[src/rtl/alu_pkg.sv]
// Shared constants, ALU function codes and operand-select enum for the EX stage.
// Imported by operand_fwd_mux and ex_operand_stage.
package alu_pkg;

    localparam int DW  = 32;
    localparam int RAW = 5;
    localparam int FW  = 6;
    localparam int SHW = 5;

    localparam logic [FW-1:0] ALU_ADD = 6'b000000;
    localparam logic [FW-1:0] ALU_SUB = 6'b000001;
    localparam logic [FW-1:0] ALU_AND = 6'b011000;
    localparam logic [FW-1:0] ALU_OR  = 6'b011110;
    localparam logic [FW-1:0] ALU_XOR = 6'b010110;
    localparam logic [FW-1:0] ALU_NOR = 6'b010001;
    localparam logic [FW-1:0] ALU_A   = 6'b011010;
    // Shift group: bits [1:0] pick SLL=00, SRL=01, SRA=11
    localparam logic [FW-1:0] ALU_SLL = 6'b100000;
    localparam logic [FW-1:0] ALU_SRL = 6'b100001;
    localparam logic [FW-1:0] ALU_SRA = 6'b100011;
    localparam logic [FW-1:0] ALU_EQ  = 6'b110011;
    localparam logic [FW-1:0] ALU_NEQ = 6'b110001;
    localparam logic [FW-1:0] ALU_LT  = 6'b110101;

    typedef enum logic [1:0] {
        OPSEL_REG = 2'd0,
        OPSEL_MEM = 2'd1,
        OPSEL_WB  = 2'd2
    } opsel_e;

endpackage

[src/rtl/operand_fwd_mux.sv]
// Per-operand MEM/WB match detection, bypass priority mux and RAW hazard flag.
// Ports: i_check_en/i_addr/i_held (operand), i_mem_*, i_wb_* (producers), o_data, o_hazard.
// Build option ALU_FWD_EN: bypass MEM/WB results; otherwise stall until WB refresh.
module operand_fwd_mux
    import alu_pkg::*;
#(
    parameter int DW  = alu_pkg::DW,
    parameter int RAW = alu_pkg::RAW
) (
    input  logic           i_check_en,
    input  logic [RAW-1:0] i_addr,
    input  logic [DW-1:0]  i_held,
    input  logic           i_mem_wr_en,
    input  logic [RAW-1:0] i_mem_rd_addr,
    input  logic [DW-1:0]  i_mem_result,
    input  logic           i_mem_is_load,
    input  logic           i_wb_wr_en,
    input  logic [RAW-1:0] i_wb_rd_addr,
    input  logic [DW-1:0]  i_wb_result,
    output logic [DW-1:0]  o_data,
    output logic           o_hazard
);

    logic w_nz;
    logic w_mem_hit;
    logic w_wb_hit;

    // Register 0 is hardwired and never produces a dependency
    assign w_nz      = |i_addr;
    assign w_mem_hit = i_check_en & w_nz & i_mem_wr_en &
                       (i_mem_rd_addr == i_addr);
    assign w_wb_hit  = i_check_en & w_nz & i_wb_wr_en &
                       (i_wb_rd_addr == i_addr);

`ifdef ALU_FWD_EN
    opsel_e w_sel;

    always_comb begin
        w_sel = OPSEL_REG;
        if (w_mem_hit)
            w_sel = OPSEL_MEM;
        else if (w_wb_hit)
            w_sel = OPSEL_WB;
    end

    always_comb begin
        o_data = i_held;
        unique case (w_sel)
            OPSEL_MEM: o_data = i_mem_result;
            OPSEL_WB:  o_data = i_wb_result;
            default:   o_data = i_held;
        endcase
    end

    // A load in MEM has no data yet: one bubble, then WB bypass
    assign o_hazard = w_mem_hit & i_mem_is_load;
`else
    logic w_unused;

    assign o_data   = i_held;
    assign o_hazard = w_mem_hit | w_wb_hit;
    assign w_unused = ^{i_mem_result, i_mem_is_load, i_wb_result};
`endif

endmodule

[src/rtl/ex_operand_stage.sv]
// ID/EX register delivering ALU operands A/B and ALUFun with RAW hazard handling.
// Ports: clk, reset (async active-low), id_* (upstream v/r), ex_* (downstream v/r),
// flush, mem_* and wb_* producer taps. Build option ALU_FWD_EN enables bypassing.
module ex_operand_stage
    import alu_pkg::*;
#(
    parameter int DW  = alu_pkg::DW,
    parameter int RAW = alu_pkg::RAW,
    parameter int FW  = alu_pkg::FW
) (
    input  logic           clk,
    input  logic           reset,
    input  logic           id_valid,
    output logic           id_ready,
    input  logic [RAW-1:0] id_rs_addr,
    input  logic [RAW-1:0] id_rt_addr,
    input  logic [DW-1:0]  id_rs_data,
    input  logic [DW-1:0]  id_rt_data,
    input  logic [DW-1:0]  id_imm,
    input  logic [4:0]     id_shamt,
    input  logic           id_alusrc1,
    input  logic           id_alusrc2,
    input  logic [FW-1:0]  id_alu_fun,
    input  logic [RAW-1:0] id_rd_addr,
    input  logic           id_mem_read,
    input  logic           flush,
    input  logic           ex_ready,
    output logic           ex_valid,
    output logic [DW-1:0]  ex_a,
    output logic [DW-1:0]  ex_b,
    output logic [FW-1:0]  ex_alu_fun,
    output logic [RAW-1:0] ex_rd_addr,
    output logic           ex_mem_read,
    input  logic           mem_wr_en,
    input  logic [RAW-1:0] mem_rd_addr,
    input  logic [DW-1:0]  mem_result,
    input  logic           mem_is_load,
    input  logic           wb_wr_en,
    input  logic [RAW-1:0] wb_rd_addr,
    input  logic [DW-1:0]  wb_result
);

    logic           r_v;
    logic [RAW-1:0] r_rs_addr;
    logic [RAW-1:0] r_rt_addr;
    logic [DW-1:0]  r_rs_data;
    logic [DW-1:0]  r_rt_data;
    logic [DW-1:0]  r_imm;
    logic [4:0]     r_shamt;
    logic           r_alusrc1;
    logic           r_alusrc2;
    logic [FW-1:0]  r_alu_fun;
    logic [RAW-1:0] r_rd_addr;
    logic           r_mem_read;

    logic          w_rs_haz;
    logic          w_rt_haz;
    logic [DW-1:0] w_rs_op;
    logic [DW-1:0] w_rt_op;
    logic          w_ex_valid;
    logic          w_fire;
    logic          w_id_ready;
    logic          w_capture;
    logic          w_rs_wb_in;
    logic          w_rt_wb_in;
    logic          w_rs_wb_held;
    logic          w_rt_wb_held;

    operand_fwd_mux #(.DW(DW), .RAW(RAW)) u_rs_mux (
        .i_check_en   (~r_alusrc1),
        .i_addr       (r_rs_addr),
        .i_held       (r_rs_data),
        .i_mem_wr_en  (mem_wr_en),
        .i_mem_rd_addr(mem_rd_addr),
        .i_mem_result (mem_result),
        .i_mem_is_load(mem_is_load),
        .i_wb_wr_en   (wb_wr_en),
        .i_wb_rd_addr (wb_rd_addr),
        .i_wb_result  (wb_result),
        .o_data       (w_rs_op),
        .o_hazard     (w_rs_haz)
    );

    operand_fwd_mux #(.DW(DW), .RAW(RAW)) u_rt_mux (
        .i_check_en   (~r_alusrc2),
        .i_addr       (r_rt_addr),
        .i_held       (r_rt_data),
        .i_mem_wr_en  (mem_wr_en),
        .i_mem_rd_addr(mem_rd_addr),
        .i_mem_result (mem_result),
        .i_mem_is_load(mem_is_load),
        .i_wb_wr_en   (wb_wr_en),
        .i_wb_rd_addr (wb_rd_addr),
        .i_wb_result  (wb_result),
        .o_data       (w_rt_op),
        .o_hazard     (w_rt_haz)
    );

    assign w_ex_valid = r_v & ~flush & ~(w_rs_haz | w_rt_haz);
    assign w_fire     = w_ex_valid & ex_ready;
    assign w_id_ready = ~flush & (~r_v | w_fire);
    assign w_capture  = id_valid & w_id_ready;

    // Register-file write-during-read: WB data replaces the read/held value
    assign w_rs_wb_in   = wb_wr_en & (|id_rs_addr) & (wb_rd_addr == id_rs_addr);
    assign w_rt_wb_in   = wb_wr_en & (|id_rt_addr) & (wb_rd_addr == id_rt_addr);
    assign w_rs_wb_held = wb_wr_en & (|r_rs_addr) & (wb_rd_addr == r_rs_addr);
    assign w_rt_wb_held = wb_wr_en & (|r_rt_addr) & (wb_rd_addr == r_rt_addr);

    always_ff @(posedge clk or negedge reset) begin
        if (!reset) begin
            r_v        <= 1'b0;
            r_rs_addr  <= '0;
            r_rt_addr  <= '0;
            r_rs_data  <= '0;
            r_rt_data  <= '0;
            r_imm      <= '0;
            r_shamt    <= '0;
            r_alusrc1  <= 1'b0;
            r_alusrc2  <= 1'b0;
            r_alu_fun  <= '0;
            r_rd_addr  <= '0;
            r_mem_read <= 1'b0;
        end else if (w_capture) begin
            r_v        <= 1'b1;
            r_rs_addr  <= id_rs_addr;
            r_rt_addr  <= id_rt_addr;
            r_rs_data  <= w_rs_wb_in ? wb_result : id_rs_data;
            r_rt_data  <= w_rt_wb_in ? wb_result : id_rt_data;
            r_imm      <= id_imm;
            r_shamt    <= id_shamt;
            r_alusrc1  <= id_alusrc1;
            r_alusrc2  <= id_alusrc2;
            r_alu_fun  <= id_alu_fun;
            r_rd_addr  <= id_rd_addr;
            r_mem_read <= id_mem_read;
        end else begin
            if (flush || w_fire)
                r_v <= 1'b0;
            if (r_v && w_rs_wb_held)
                r_rs_data <= wb_result;
            if (r_v && w_rt_wb_held)
                r_rt_data <= wb_result;
        end
    end

    assign id_ready    = w_id_ready;
    assign ex_valid    = w_ex_valid;
    assign ex_a        = !r_v ? '0 :
                         r_alusrc1 ? {{(DW-5){1'b0}}, r_shamt} : w_rs_op;
    assign ex_b        = !r_v ? '0 : r_alusrc2 ? r_imm : w_rt_op;
    assign ex_alu_fun  = r_v ? r_alu_fun : '0;
    assign ex_rd_addr  = r_v ? r_rd_addr : '0;
    assign ex_mem_read = r_v & r_mem_read;

endmodule
[config.mk]
export PLATFORM = sky130hd
export DESIGN_NAME = ex_operand_stage
export DESIGN_NICKNAME = d
export VERILOG_FILES = /design/src/rtl/alu_pkg.sv /design/src/rtl/operand_fwd_mux.sv /design/src/rtl/ex_operand_stage.sv
export SDC_FILE = /design/constraint.sdc
export NUM_CORES = 1
export LEC_CHECK = 0
export CAP_MARGIN = 10
export CELL_PAD_IN_SITES_DETAIL_PLACEMENT = 0
export CELL_PAD_IN_SITES_GLOBAL_PLACEMENT = 1
export CORE_ASPECT_RATIO = 1.5
export CORE_MARGIN = 4
export CORE_UTILIZATION = 35
export DETAILED_ROUTE_END_ITERATION = 16
export PLACE_DENSITY = 0.9
export SYNTH_ARGS = -nofsm -noshare
export SYNTH_HDL_FRONTEND = slang
export SYNTH_SLANG_ARGS = --single-unit
[constraint.sdc]
create_clock -name clk -period 7.4 [get_ports clk]
set_clock_uncertainty 0.1 [all_clocks]
set_input_delay 2.22 -clock clk [delete_from_list [all_inputs] [get_ports clk]]
set_output_delay 2.22 -clock clk [all_outputs]
set_load 0.01 [all_outputs]
# --- Yosys cells after proc, flatten, opt, wreduce, memory -nomap -nowiden ---
# Index checks and enable logic that the tools add are counted.
# W data, S select, Z words.
classes:
  mux: 14
  bitwise_logic: 33
  n_eq_ne: 6
  n_reduce_logical: 10
op_table:
  columns: ["cell", "n"]
  rows:
  - ["$mux W32", 10]
  - ["$eq A5 B5 Y1", 6]
  - ["$and A1 B1 Y1", 24]
  - ["$reduce_or A5 Y1", 4]
  - ["$mux W6", 1]
  - ["$reduce_bool A2 Y1", 3]
  - ["$mux W5", 1]
  - ["$not A1 Y1", 5]
  - ["$or A1 B1 Y1", 4]
  - ["$logic_and A1 B1 Y1", 2]
  - ["$mux W1", 2]
  - ["$logic_or A1 B1 Y1", 1]
word_totals:
  regBits: 126
  out_inout_bits: 78

# --- Depth between registers and ports, before layout ---
depth:
  depth_word: 13
  mapped_depth: 8
  mapped_depth_nobuf: 7

# --- Cells and area by module ---
# From an unflattened synthesis, not the netlist that was laid out.
hier_totals:
  hier_cells: 729
  area_unflattened_um2: 7586.0
modules_own_cells:
  columns: ["mod", "area_per_inst_um2", "cells_each", "n_inst", "seq_area_each_um2"]
  rows:
  - ["ex_operand_stage", 6837.8, 631, 1, 3153.0]
  - ["operand_fwd_mux", 374.1, 49, 2, 0.0]

# --- Worst setup path before layout ---
# No wires, ideal clock.
synth_path:
  kind: "input port to output port"
  startpoint: "input port mem_rd_addr[3]"
  endpoint: "output port id_ready"
  n_path_buf: 0
  t_arrival_ns: 3.235
  required_ns: 5.080
  cell_stages: 6
  setup_slack_ns: 1.845
  path_cell_list: "xor2_1 > a2111oi_2 > a21oi_2 > nand3_2 > o21ai_2 > and2_1"
synth_between:
  elab_chain_cells: 9
  elab_cells_between_ends: 12
  cone_classes: "eq/ne (2); bitwise (10)"
synth_rtl:
  columns: ["item", "line_no", "text"]
  rows:
  - ["start: declaration", "ex_operand_stage.sv:35", "input logic [RAW-1:0] mem_rd_addr,"]
  - ["$eq A5 B5 Y1", "operand_fwd_mux.sv:31", "(i_mem_rd_addr == i_addr);"]
  - ["$and A1 B1 Y1", "operand_fwd_mux.sv:30", "assign w_mem_hit = i_check_en & w_nz & i_mem_wr_en &"]
  - ["$or A1 B1 Y1", "operand_fwd_mux.sv:61", "assign o_hazard = w_mem_hit | w_wb_hit;"]
  - ["$or A1 B1 Y1 *", "ex_operand_stage.sv:99", "assign w_ex_valid = r_v & ~flush & ~(w_rs_haz | w_rt_haz);"]
  - ["$not A1 Y1 *", "ex_operand_stage.sv:99", null]
  - ["$and A1 B1 Y1 *", "ex_operand_stage.sv:99", null]
  - ["$and A1 B1 Y1 *", "ex_operand_stage.sv:100", "assign w_fire = w_ex_valid & ex_ready;"]
  - ["$or A1 B1 Y1 *", "ex_operand_stage.sv:101", "assign w_id_ready = ~flush & (~r_v | w_fire);"]
  - ["$and A1 B1 Y1 *", "ex_operand_stage.sv:101", null]
  - ["end: declaration", "ex_operand_stage.sv:14", "output logic id_ready,"]
# Every way passes the cells marked *; elsewhere a longest branch is shown, timed or not.

# --- Final worst setup path ---
layout_path:
  startpoint: "input port wb_rd_addr[2]"
  endpoint: "output port id_ready"
layout_between:
  elab_chain_cells: 9
  elab_cells_between_ends: 12
  cone_classes: "eq/ne (2); bitwise (10)"
layout_rtl:
  columns: ["item", "line_no", "text"]
  rows:
  - ["start: declaration", "ex_operand_stage.sv:39", "input logic [RAW-1:0] wb_rd_addr,"]
  - ["$eq A5 B5 Y1", "operand_fwd_mux.sv:33", "(i_wb_rd_addr == i_addr);"]
  - ["$and A1 B1 Y1", "operand_fwd_mux.sv:32", "assign w_wb_hit = i_check_en & w_nz & i_wb_wr_en &"]
  - ["$or A1 B1 Y1", "operand_fwd_mux.sv:61", null]
  - ["$or A1 B1 Y1 *", "ex_operand_stage.sv:99", null]
  - ["$not A1 Y1 *", "ex_operand_stage.sv:99", null]
  - ["$and A1 B1 Y1 *", "ex_operand_stage.sv:99", null]
  - ["$and A1 B1 Y1 *", "ex_operand_stage.sv:100", null]
  - ["$or A1 B1 Y1 *", "ex_operand_stage.sv:101", null]
  - ["$and A1 B1 Y1 *", "ex_operand_stage.sv:101", null]
# Marks and branches as above.

==> metrics.md <==
| Metric | Value |
|---|---|
| Num CTS Buffers | `17` |
| Vias in the first global route | `5876` |
| Final ANT Viol Nets | `0` |
| Final instance area | `9960 µm²` |
| Min Tclk post-route | `6810 ps` |
| Fillers | `1632` |
| Post-DR wirelength/cell | `20.4 µm` |
| Critical Path Sink Type | `primary output` |
| Setup total negative slack | `0 ps` |
| Area growth from synthesis to layout | `50.4%` |
| Syn nets | `762` |
| Cell with the most instances after synthesis | `dfrtp_1` |
| Fin cells | `1061` |
| Area contributors post-synth | `dfrtp_1, a22o_1, mux2_2` |
| Die Ht | `176 µm` |
| Critical Path Fanout Max | `6` |
| # IOs | `285` |
| Largest area contributor in the netlist | `dfrtp_1` |
| Final GP Congestion | `0.803` |
| Total number of vias | `5402` |
| Relative slew slack | `25.6%` |
| Post-CTS Setup Repair Bufs | `0` |
| Post-synthesis instance total | `555` |
| WL final | `21700 µm` |
| Hold Fails Final Rpt | `0` |
| RSZ-0062 raised after global routing | `false` |
| First-pass GRT wire length | `33000 µm` |
| Hold_sp | `r_alu_fun[0]$_DFFE_PN0P_` |
| Final HPWL DP | `15200 µm` |
| Crit path max-delay cell type | `clkdlybuf4s50_1` |
| Async SR Flop Fraction | `100%` |
| Worst hold path type | `reg -> reg` |
| Worst path most repeated cell | `clkdlybuf4s50_1` |
| R2R Setup Slk | `4160 ps` |
| Clock Pin Slew Worst Setup and Hold Paths | `50 ps` |
| FF+latch count, synth | `126` |
| Clk sinks | `126` |
| Synth warn | `0` |
| Share of cells above drive strength 1 | `12.5%` |
| Total Power | `2.44 mW` |
| Peak supply drop | `0.125 mV` |
| Cts hold-fix bufs | `0` |
| Die footprint | `21200 µm²` |
| Final Setup Violations | `0` |
| Vias/cell | `5.09` |
| Element type at the critical path start | `primary input` |
| Die X | `120 µm` |
| Nets@finish | `1003` |
| GRT Total Usage | `20.5%` |
| Drt pass-1 iters | `4` |
| Final clock period utilization by the worst path | `92.0%` |
| Num rows | `61` |
| Clock latency on the worst-skew pair | `410 ps` |
| Max-cap viol count | `0` |
| Port Buffers | `251` |
| Pleak | `4.54 nW` |
| Core Region | `18500 µm²` |
| Syn Area/Cell | `11.9 µm²` |
| Hold Path End | `r_alu_fun[0]$_DFFE_PN0P_` |
| Placed cell areas | `9310 µm²` |
| F_max | `147 MHz` |
| Bufs on Longest Clock Path | `2` |
| Cells on worst reg2reg path | `8` |
| Synth top cells by count | `dfrtp_1, a21o_1, a22o_1` |
| Predominant post-synthesis flop cell | `dfrtp_1` |
| Post-synth EDFFs | `0` |
| Cells after DPL | `1029` |
| CTS Root Cell | `clkbuf_16` |
| Pwr dens | `245 nW/µm²` |
| H-tree depth | `4` |
| Status | `completed` |
| Initial antenna violation count | `0` |
| Class of the most critical setup path | `in -> out` |
| Max incr delay on CP | `550 ps` |
| Sequential share of the synthesized area | `47.6%` |
| Yosys top cell area share | `47.6%` |
| WHS Path Cells | `1` |
| Total grt overflow | `0` |
| Critical Path RT | `5080 ps` |
| Largest net degree at the start of global routing | `65` |
| Initial core utilization | `35.7%` |
| Reg2Reg Capture Point | `r_imm[15]$_DFFE_PN0P_` |
| CTS tree | `built` |
| CP Data Arrival Time | `4490 ps` |
| DRT iter0 DRCs | `215` |
| Worst flop-to-flop path startpoint | `r_rs_addr[3]$_DFFE_PN0P_` |
| Max-slew violation count | `0` |
| Cells along the critical path | `clkdlybuf4s50_1 > xor2_1 > a211oi_1 > nand4b_1 > nand3_2 > o21ai_2 > and2_1 > clkdlybuf4s50_1` |
| Count of cell types in the netlist | `40` |
| Synthesized cell area | `6620 µm²` |
| Ant. Diodes | `0` |
| Least-Margin Pin Slew | `1110 ps` |
| # DRC | `0` |
| CTS resizes | `0` |
[registers in the layout, indices dropped and copies added, names as in the netlist, 5 cells and up]
register / cells
r_alu_fun: 6
r_imm: 32
r_rt_addr: 5
r_rs_data: 32
r_rd_addr: 5
r_shamt: 5
r_rs_addr: 5
r_rt_data: 32
[worst max-delay path: cells and delay by family]
family / cells / cell delay, ps
compound gates: 2 / 410
buf+inv: 2 / 1040
xor+xnor: 1 / 220
simple gates: 3 / 600
[worst max-delay path by stage]
stage,start,to,slack (ps),cells past startpoint
3_5_place_dp,wb_rd_addr[2],id_ready,580,8
3_3_place_gp,wb_rd_addr[2],id_ready,630,8
5_1_grt,wb_rd_addr[2],id_ready,370,8
6_report,wb_rd_addr[2],id_ready,590,8
4_1_cts,wb_rd_addr[2],id_ready,570,8
2_1_floorplan,mem_rd_addr[3],id_ready,1850,6
[layout by cell type (no fill, tap or decap), drive strengths merged]
cell	count
a2111oi	1
a211oi	2
a21o	64
a21oi	6
a22o	64
a31o	1
and2	40
and3	3
and4	1
buf	9
bufinv	5
clkbuf	22
clkdlybuf4s50	250
clkinv	4
clkinvlp	1
dfrtp	126
inv	4
mux2	61
mux2i	37
nand2	8
nand3	3
nand4	5
nand4b	1
nor2	3
nor2b	39
nor3	7
nor4	5
o2111ai	1
o21ai	6
or2	2
xnor2	2
xor2	26
[metal layers]
metal / track usage (%) / wire (µm)
met2: 38.1 / 12000
met5: 0 / 0
met1: 22.7 / 8080
met3: 4.33 / 1020
met4: 7.75 / 552
[cell type report]
type / instances / area [µm²] / area share [%]
Clock buffer: 22 / 464 / 4.66
Clock inverter: 10 / 185 / 1.86
Inverter: 4 / 15.0 / 0.151
Multi-Input combinational cell: 388 / 3260 / 32.7
Sequential cell: 126 / 3150 / 31.7
Tap cell: 252 / 315 / 3.17
Timing Repair Buffer: 259 / 2570 / 25.8
[through the flow]
step           hold slack, ps  setup WS (ps)  util (%)
2_1_floorplan             356           1850         -
3_3_place_gp              368            632      50.2
3_5_place_dp              373            579      50.2
4_1_cts                   385            571      53.7
5_1_grt                   400            371      53.7
6_report                  379            592      53.7
[cell families after synthesis]
kind of cell / after synthesis / share of synthesized area [%]
multiplexers: 98 / 16.0
AND/OR/NAND/NOR: 117 / 11.0
AO/OA/AOI/OAI: 145 / 17.9
XOR/XNOR: 28 / 3.70
flip-flops: 126 / 47.6
buffers and inverters: 41 / 3.89
[power by group]
group | internal (mW) | switching [mW] | leakage (nW)
Combinational | 0.363 | 0.241 | 2.71
Sequential | 0.824 | 0.0866 | 1.52
Clock | 0.616 | 0.311 | 0.314
Note: power is estimated with default switching activity, not from simulation.
